<file path="src/rtl/instr_sequencer_pkg.sv">
// Shared definitions for the instruction sequencer: opcodes, FSM states,
// accumulator shift-select codes and the control-bundle layout.
package instr_sequencer_pkg;

   // Default number of MUL/DIV iteration cycles (accumulator half-width)
   localparam int N_ITER_DEFAULT = 4;

   // Opcodes, ir[7:4]
   localparam logic [3:0] OP_NOP = 4'h0;
   localparam logic [3:0] OP_LDA = 4'h1;
   localparam logic [3:0] OP_LDB = 4'h2;
   localparam logic [3:0] OP_ADD = 4'h3;
   localparam logic [3:0] OP_SUB = 4'h4;
   localparam logic [3:0] OP_AND = 4'h5;
   localparam logic [3:0] OP_MUL = 4'h6;
   localparam logic [3:0] OP_DIV = 4'h7;
   localparam logic [3:0] OP_SHL = 4'h8;
   localparam logic [3:0] OP_SHR = 4'h9;
   localparam logic [3:0] OP_OUT = 4'hA;
   localparam logic [3:0] OP_JMP = 4'hB;
   localparam logic [3:0] OP_JZ  = 4'hC;
   localparam logic [3:0] OP_JN  = 4'hD;
   localparam logic [3:0] OP_CLR = 4'hE;
   localparam logic [3:0] OP_HLT = 4'hF;

   // Accumulator high/low shift select codes
   localparam logic [1:0] SH_HOLD  = 2'b00;
   localparam logic [1:0] SH_RIGHT = 2'b01;
   localparam logic [1:0] SH_LEFT  = 2'b10;
   localparam logic [1:0] SH_LOAD  = 2'b11;

   // Sequencer FSM states
   typedef enum logic [2:0] {
      ST_IDLE   = 3'd0,
      ST_FETCH  = 3'd1,
      ST_DECODE = 3'd2,
      ST_EXEC   = 3'd3,
      ST_ITER   = 3'd4,
      ST_HALT   = 3'd5
   } state_e;

   // All datapath controls driven by the sequencer in one bundle
   typedef struct packed {
      logic       mem_oen;
      logic       ah_reset;
      logic       ah_inen;
      logic       s_add;
      logic       s_sub;
      logic       s_and;
      logic       s_mul;
      logic       s_div;
      logic       clr;
      logic       acc_oen;
      logic       breg_ld;
      logic [1:0] hs;
      logic [1:0] ls;
      logic       halt;
   } ctrl_t;

   // MUL and DIV are the only opcodes that spend extra cycles in ITER
   function automatic logic is_iterative(input logic [3:0] op);
      return (op == OP_MUL) || (op == OP_DIV);
   endfunction

endpackage

</file>
<file path="src/rtl/instr_sequencer_decode.sv">
// Combinational decode of (FSM state, opcode) into datapath controls.
// Every control not explicitly asserted for a state/opcode stays 0, so at
// most one ALU operation select is ever high.
module seq_decode
   import instr_sequencer_pkg::*;
(
   input  state_e     state_i,
   input  logic [3:0] opcode_i,
   output ctrl_t      ctrl_o
);

   // Control decode: defaults first, then per-state assertions
   always_comb begin
      ctrl_o = '0;
      case (state_i)
         ST_IDLE: begin
            ctrl_o.ah_reset = 1'b1;
         end
         ST_FETCH: begin
            ctrl_o.mem_oen = 1'b1;
         end
         ST_DECODE: begin
            // deliberately quiet: IR has just been loaded
         end
         ST_EXEC: begin
            case (opcode_i)
               OP_LDA: begin
                  ctrl_o.ah_inen = 1'b1;
                  ctrl_o.hs      = SH_LOAD;
               end
               OP_LDB: ctrl_o.breg_ld = 1'b1;
               OP_ADD: begin
                  ctrl_o.s_add = 1'b1;
                  ctrl_o.hs    = SH_LOAD;
               end
               OP_SUB: begin
                  ctrl_o.s_sub = 1'b1;
                  ctrl_o.hs    = SH_LOAD;
               end
               OP_AND: begin
                  ctrl_o.s_and = 1'b1;
                  ctrl_o.hs    = SH_LOAD;
               end
               OP_MUL: begin
                  ctrl_o.s_mul = 1'b1;
                  ctrl_o.hs    = SH_LOAD;
               end
               OP_DIV: begin
                  ctrl_o.s_div = 1'b1;
                  ctrl_o.hs    = SH_LOAD;
               end
               OP_SHL: begin
                  ctrl_o.hs = SH_LEFT;
                  ctrl_o.ls = SH_LEFT;
               end
               OP_SHR: begin
                  ctrl_o.hs = SH_RIGHT;
                  ctrl_o.ls = SH_RIGHT;
               end
               OP_OUT: ctrl_o.acc_oen = 1'b1;
               OP_CLR: ctrl_o.clr     = 1'b1;
               default: begin
                  // NOP, jumps and HLT drive no datapath controls
               end
            endcase
         end
         ST_ITER: begin
            // hs is left at hold; the datapath overrides it during iteration
            ctrl_o.s_mul = (opcode_i == OP_MUL);
            ctrl_o.s_div = (opcode_i == OP_DIV);
            ctrl_o.ls    = SH_RIGHT;
         end
         ST_HALT: begin
            ctrl_o.halt = 1'b1;
         end
         default: begin
            ctrl_o = '0;
         end
      endcase
   end

endmodule

</file>
<file path="src/rtl/instr_sequencer.sv">
// Instruction sequencer: FETCH/DECODE/EXEC per instruction, with N_ITER
// extra ITER cycles for MUL/DIV. Holds the FSM, program counter, IR and
// iteration counter; controls are decoded combinationally from registered
// state and IR, so an asynchronous reset silences them immediately.
module instr_sequencer
   import instr_sequencer_pkg::*;
#(
   parameter int N_ITER = N_ITER_DEFAULT
) (
   input  logic       clk,
   input  logic       rst_n,
   input  logic       start,
   input  logic [7:0] ir_in,
   input  logic       sign_flag,
   input  logic       zero_flag,
   output logic [3:0] pc_out,
   output logic       mem_oen,
   output logic       ah_reset,
   output logic       ah_inen,
   output logic       s_add,
   output logic       s_sub,
   output logic       s_and,
   output logic       s_mul,
   output logic       s_div,
   output logic       clr,
   output logic       acc_oen,
   output logic       breg_ld,
   output logic [1:0] hs,
   output logic [1:0] ls,
   output logic       halt,
   output state_e     dbg_state
);

   localparam int CNT_W = (N_ITER > 1) ? $clog2(N_ITER) : 1;
   localparam logic [CNT_W-1:0] CNT_LAST = CNT_W'(N_ITER - 1);

   state_e           state_q, state_d;
   logic [3:0]       pc_q, pc_d;
   logic [7:0]       ir_q, ir_d;
   logic [CNT_W-1:0] cnt_q, cnt_d;
   logic             take_jump;
   ctrl_t            ctrl;

   // Branch condition for the instruction in IR; flags are only consulted in EXEC
   always_comb begin
      take_jump = 1'b0;
      case (ir_q[7:4])
         OP_JMP:  take_jump = 1'b1;
         OP_JZ:   take_jump = zero_flag;
         OP_JN:   take_jump = sign_flag;
         default: take_jump = 1'b0;
      endcase
   end

   // Next-state logic for FSM, pc, IR and iteration counter
   always_comb begin
      state_d = state_q;
      pc_d    = pc_q;
      ir_d    = ir_q;
      cnt_d   = cnt_q;
      case (state_q)
         ST_IDLE: begin
            if (start) state_d = ST_FETCH;
         end
         ST_FETCH: begin
            ir_d    = ir_in;
            pc_d    = pc_q + 4'd1;   // wraps 15 -> 0
            state_d = ST_DECODE;
         end
         ST_DECODE: begin
            state_d = ST_EXEC;
         end
         ST_EXEC: begin
            if (take_jump) pc_d = ir_q[3:0];
            if (ir_q[7:4] == OP_HLT) begin
               state_d = ST_HALT;
            end else if (is_iterative(ir_q[7:4])) begin
               cnt_d   = '0;
               state_d = ST_ITER;
            end else begin
               state_d = ST_FETCH;
            end
         end
         ST_ITER: begin
            if (cnt_q == CNT_LAST) begin
               state_d = ST_FETCH;
            end else begin
               cnt_d = cnt_q + 1'b1;
            end
         end
         ST_HALT: begin
            // only reset leaves HALT
         end
         default: begin
            state_d = ST_IDLE;
         end
      endcase
   end

   // State registers with asynchronous active-low reset
   always_ff @(posedge clk or negedge rst_n) begin
      if (!rst_n) begin
         state_q <= ST_IDLE;
         pc_q    <= '0;
         ir_q    <= '0;
         cnt_q   <= '0;
      end else begin
         state_q <= state_d;
         pc_q    <= pc_d;
         ir_q    <= ir_d;
         cnt_q   <= cnt_d;
      end
   end

   seq_decode u_decode (
      .state_i  (state_q),
      .opcode_i (ir_q[7:4]),
      .ctrl_o   (ctrl)
   );

   assign pc_out    = pc_q;
   assign mem_oen   = ctrl.mem_oen;
   assign ah_reset  = ctrl.ah_reset;
   assign ah_inen   = ctrl.ah_inen;
   assign s_add     = ctrl.s_add;
   assign s_sub     = ctrl.s_sub;
   assign s_and     = ctrl.s_and;
   assign s_mul     = ctrl.s_mul;
   assign s_div     = ctrl.s_div;
   assign clr       = ctrl.clr;
   assign acc_oen   = ctrl.acc_oen;
   assign breg_ld   = ctrl.breg_ld;
   assign hs        = ctrl.hs;
   assign ls        = ctrl.ls;
   assign halt      = ctrl.halt;
   assign dbg_state = state_q;

endmodule

</file>
<file path="config.mk">
export PLATFORM = sky130hd
export DESIGN_NAME = instr_sequencer
export DESIGN_NICKNAME = d
export VERILOG_FILES = /design/src/rtl/instr_sequencer_pkg.sv /design/src/rtl/instr_sequencer_decode.sv /design/src/rtl/instr_sequencer.sv
export SDC_FILE = /design/constraint.sdc
export NUM_CORES = 1
export LEC_CHECK = 0
export BUFFER_PORTS_ARGS = -buffer_cell sky130_fd_sc_hd__buf_2
export CAP_MARGIN = 30
export CORE_MARGIN = 4
export CORE_UTILIZATION = 53
export DETAILED_ROUTE_END_ITERATION = 10
export GPL_TIMING_DRIVEN = 1
export PLACE_DENSITY = 0.83
export SYNTH_ARGS = -nofsm -noshare
export SYNTH_HDL_FRONTEND = slang
export SYNTH_HIERARCHICAL = 1
export SYNTH_SLANG_ARGS = --single-unit
</file>
<file path="constraint.sdc">
create_clock -name clk -period 3.3 [get_ports clk]
set_input_delay 0.66 -clock clk [delete_from_list [all_inputs] [get_ports clk]]
set_output_delay 0.66 -clock clk [all_outputs]
set_load 0.01 [all_outputs]
</file>
==> impl_metrics.csv <==
group,metric,value,unit
power_and_ir_drop,irDropWorstVdd,522,uV
sta,slew_viol_final,0,
grt,globalRouteOverflowTotal,0,
floorplan,die_area,2840,um^2
sta,finalClockSkew,11.7,ps
cts,insertion_delay,280,ps
place,gp_congestion,0.769,
grt,track_usage,0.171,
power_and_ir_drop,seq_power_share,0.406,
route,drt_first_pass_iters,4,
synthesis,yosysMostFrequentCell,"dfrtp_1",
synthesis,yosys-top-cells-area,"dfrtp_1 39%, mux2_2 7.2%, nor3_1 3.2%, nand2b_1 2.9%, nor4_1 2.9%",
synthesis,synth_top_area_frac,0.391,
critical_path,r2r_end,"ir_q[7]",
critical_path,slowest_stage,"dfrtp_1",
power_and_ir_drop,power_frac_comb,0.511,
power_and_ir_drop,powerDensity,996,nW/um^2
place,dp_slack,1040,ps
floorplan,initial_core_util,0.555,
sta,worst_slew_pin_slew,676,ps
critical_path,cp.arrival,1920,ps
grt,grt_max_degree,18,
cts,clk_pin_slew_worst_paths,100,ps
sta,whs,285,ps
route,antenna_left,0,
route,vias,937,
critical_path,r2r_start,"dbg_state[0]",
synthesis,syn_inst,109,
critical_path,r2r_cells,2,
synthesis,synth_common_cells,"17 x dfrtp_1, 8 x nand2_1, 7 x mux2_2, 7 x nor3_1",
power_and_ir_drop,switchingPower,0.583,mW
synthesis,synth-seq-area-share,0.391,
critical_path,crit_path_max_fanout,15,
power_and_ir_drop,p_leak,0.596,nW
cts,htree_levels,1,
critical_path,required,2640,ps
power_and_ir_drop,internal_power,0.693,mW
floorplan,die_w,53.3,um
critical_path,cp_cell_sequence,"nand3b_1 > nor4_1 > buf_2",
outcome,status,"complete, no violations",
sta,rsz0062_at_grt,"false",
synthesis,yosysTopAreaCell,"dfrtp_1",
cells_and_area,final-seq-area,425,um^2
sta,setup_viol,0,
synthesis,syn_area,1090,um^2
cts,cts_resized,0,
critical_path,cp.depth,3,
floorplan,ioPinCount,36,
critical_path,criticalPathCategory,"flop to output port",
sta,hold_viol,0,
cells_and_area,area.growth.synth_to_final,17.6,%
synthesis,ys.flop_type,"dfrtp_1",
route,drtIter0Drc,9,
route,via_per_inst,5.54,
job,cap_viol_max_count,0,
cts,cts_buffers,3,
hold_path,hold_path.class,"input pin to asynchronous set/reset pin",
place,dpl.hpwl,1.68,mm
cells_and_area,final_core_util,0.652,
floorplan,fp-row-count,16,
critical_path,cp-end-kind,"output port",
sta,tns,0,ps
route,wl,2.24,mm
floorplan,coreArea,1960,um^2
synthesis,synthDistinctLibCells,42,
cells_and_area,n_fill_cell,184,
sta,post-route-period-util,0.782,
cts,cts_sinks,17,
synthesis,ys_ff_latch,17,
sta,fmax,387,MHz
cells_and_area,multi_input_area,607,um^2
synthesis,synthesis.nets,124,
synthesis,synth-async-reset-ratio,1.00,
cts,clockBufferDepth,2,
sta,slew_headroom,0.549,
cells_and_area,drive_gt1_frac,0.394,
power_and_ir_drop,p_sw_frac,0.457,
cts,cts_hold_buf,0,
synthesis,synth.avg_cell_area,9.99,um^2
sta,setup_ws,719,ps
critical_path,crit_path_end,"breg_ld",
critical_path,rrSetupSlack,1570,ps
grt,grt_pass1_wl,3.68,mm
sta,finalCriticalPeriod,2580,ps
floorplan,die_h,53.3,um
critical_path,critPathLaunch,"dbg_state[1]",
critical_path,cpPeakStageDelay,630,ps
grt,antenna_found_initial,0,
route,routedWlPerCell,13.3,um
cts,cts_tree,"done",
cells_and_area,diodes,0,
critical_path,crit_buf_inv,1,
power_and_ir_drop,clockPowerShare,0.084,
critical_path,crit_family,"simple AND/OR/NAND/NOR gates",
place,io_buffers,35,
critical_path,startpoint_type,"flop",
cts,cts_setup_buffers,0,
synthesis,ys_warn_count,6,
cells_and_area,fin_nets,158,
grt,grt_pass1_vias,874,
synthesis,synth_edf_count,0,
cts,root_buffer,"clkbuf_4",
route,drc,0,
[metrics by stage]
stage / cell area (um^2) / power, mW / std cells
after floorplan: 1090 / 1.02 / 109
after global placement: 1250 / 1.14 / 165
after detailed placement: 1250 / 1.18 / 165
after CTS: 1280 / 1.29 / 169
after global routing: 1280 / 1.40 / 169
final: 1280 / 1.28 / 169
[area by class of cell]
type,instances,area share
clock buffer,3,0.0176
clock inverter,1,0.00391
inverter,3,0.00880
multi-input combinational,83,0.474
sequential,17,0.332
tap,27,0.0264
timing repair buffer,35,0.137
[sequential cells by signal (all words and copies together), names as in the netlist]
| name | cells |
|---|---|
| cnt_q | 2 |
| dbg_state | 3 |
| ir_q | 8 |
| pc_out | 4 |
[worst min-delay path by stage]
stage                  start  cells after the start        to  slack [ps]
floorplan              rst_n                      0  cnt_q[0]         360
global placement    cnt_q[0]                      1  cnt_q[0]         490
detailed placement   ir_q[2]                      1   ir_q[2]         500
CTS                    rst_n                      1   ir_q[0]         290
global route           rst_n                      1   ir_q[0]         300
finish                 rst_n                      1   ir_q[0]         290
[cell usage in the layout (no fill, tap or decap), types with 2 or more instances in the layout]
cell	n
o22ai_1	2
nand2b_1	5
o31ai_1	3
clkbuf_4	3
a211oi_1	3
dfrtp_1	17
mux2_2	7
or2b_1	2
nand3_1	3
o21ai_0	4
nor3_1	7
buf_2	35
nor2_1	5
nand2_1	8
a21oi_1	3
inv_1	3
nand3b_1	2
ha_1	2
nor4_1	5
[power groups by stage]
stage	clock (mW)	sequential [mW]	combinational, mW
floorplan	0	0.454	0.570
global placement	0	0.511	0.632
detailed placement	0	0.521	0.655
CTS	0.112	0.517	0.657
global route	0.117	0.546	0.733
finish	0.107	0.517	0.651
[cell families (layout without fill, tap and decap cells)]
group                      Yosys count  in the layout  share of synthesized area
buffers and inverters                9             42                     0.0517
AOI/OAI and AO/OA                   23             23                      0.160
adders and majority gates            2              2                     0.0230
xor gates and xnor gates             1              1                    0.00805
muxes                                9              9                     0.0954
and+or+nand+nor                     48             48                      0.271
DFF                                 17             17                      0.391
[metal layers]
metal	track usage	vias up	part of all wire
met3	0.0225	2	0.058
met2	0.296	24	0.46
met4	0.0553	0	0.0062
met5	0	-	0
met1	0.215	442	0.47
li1	-	469	-
Note: power is estimated with default switching activity, not from simulation.
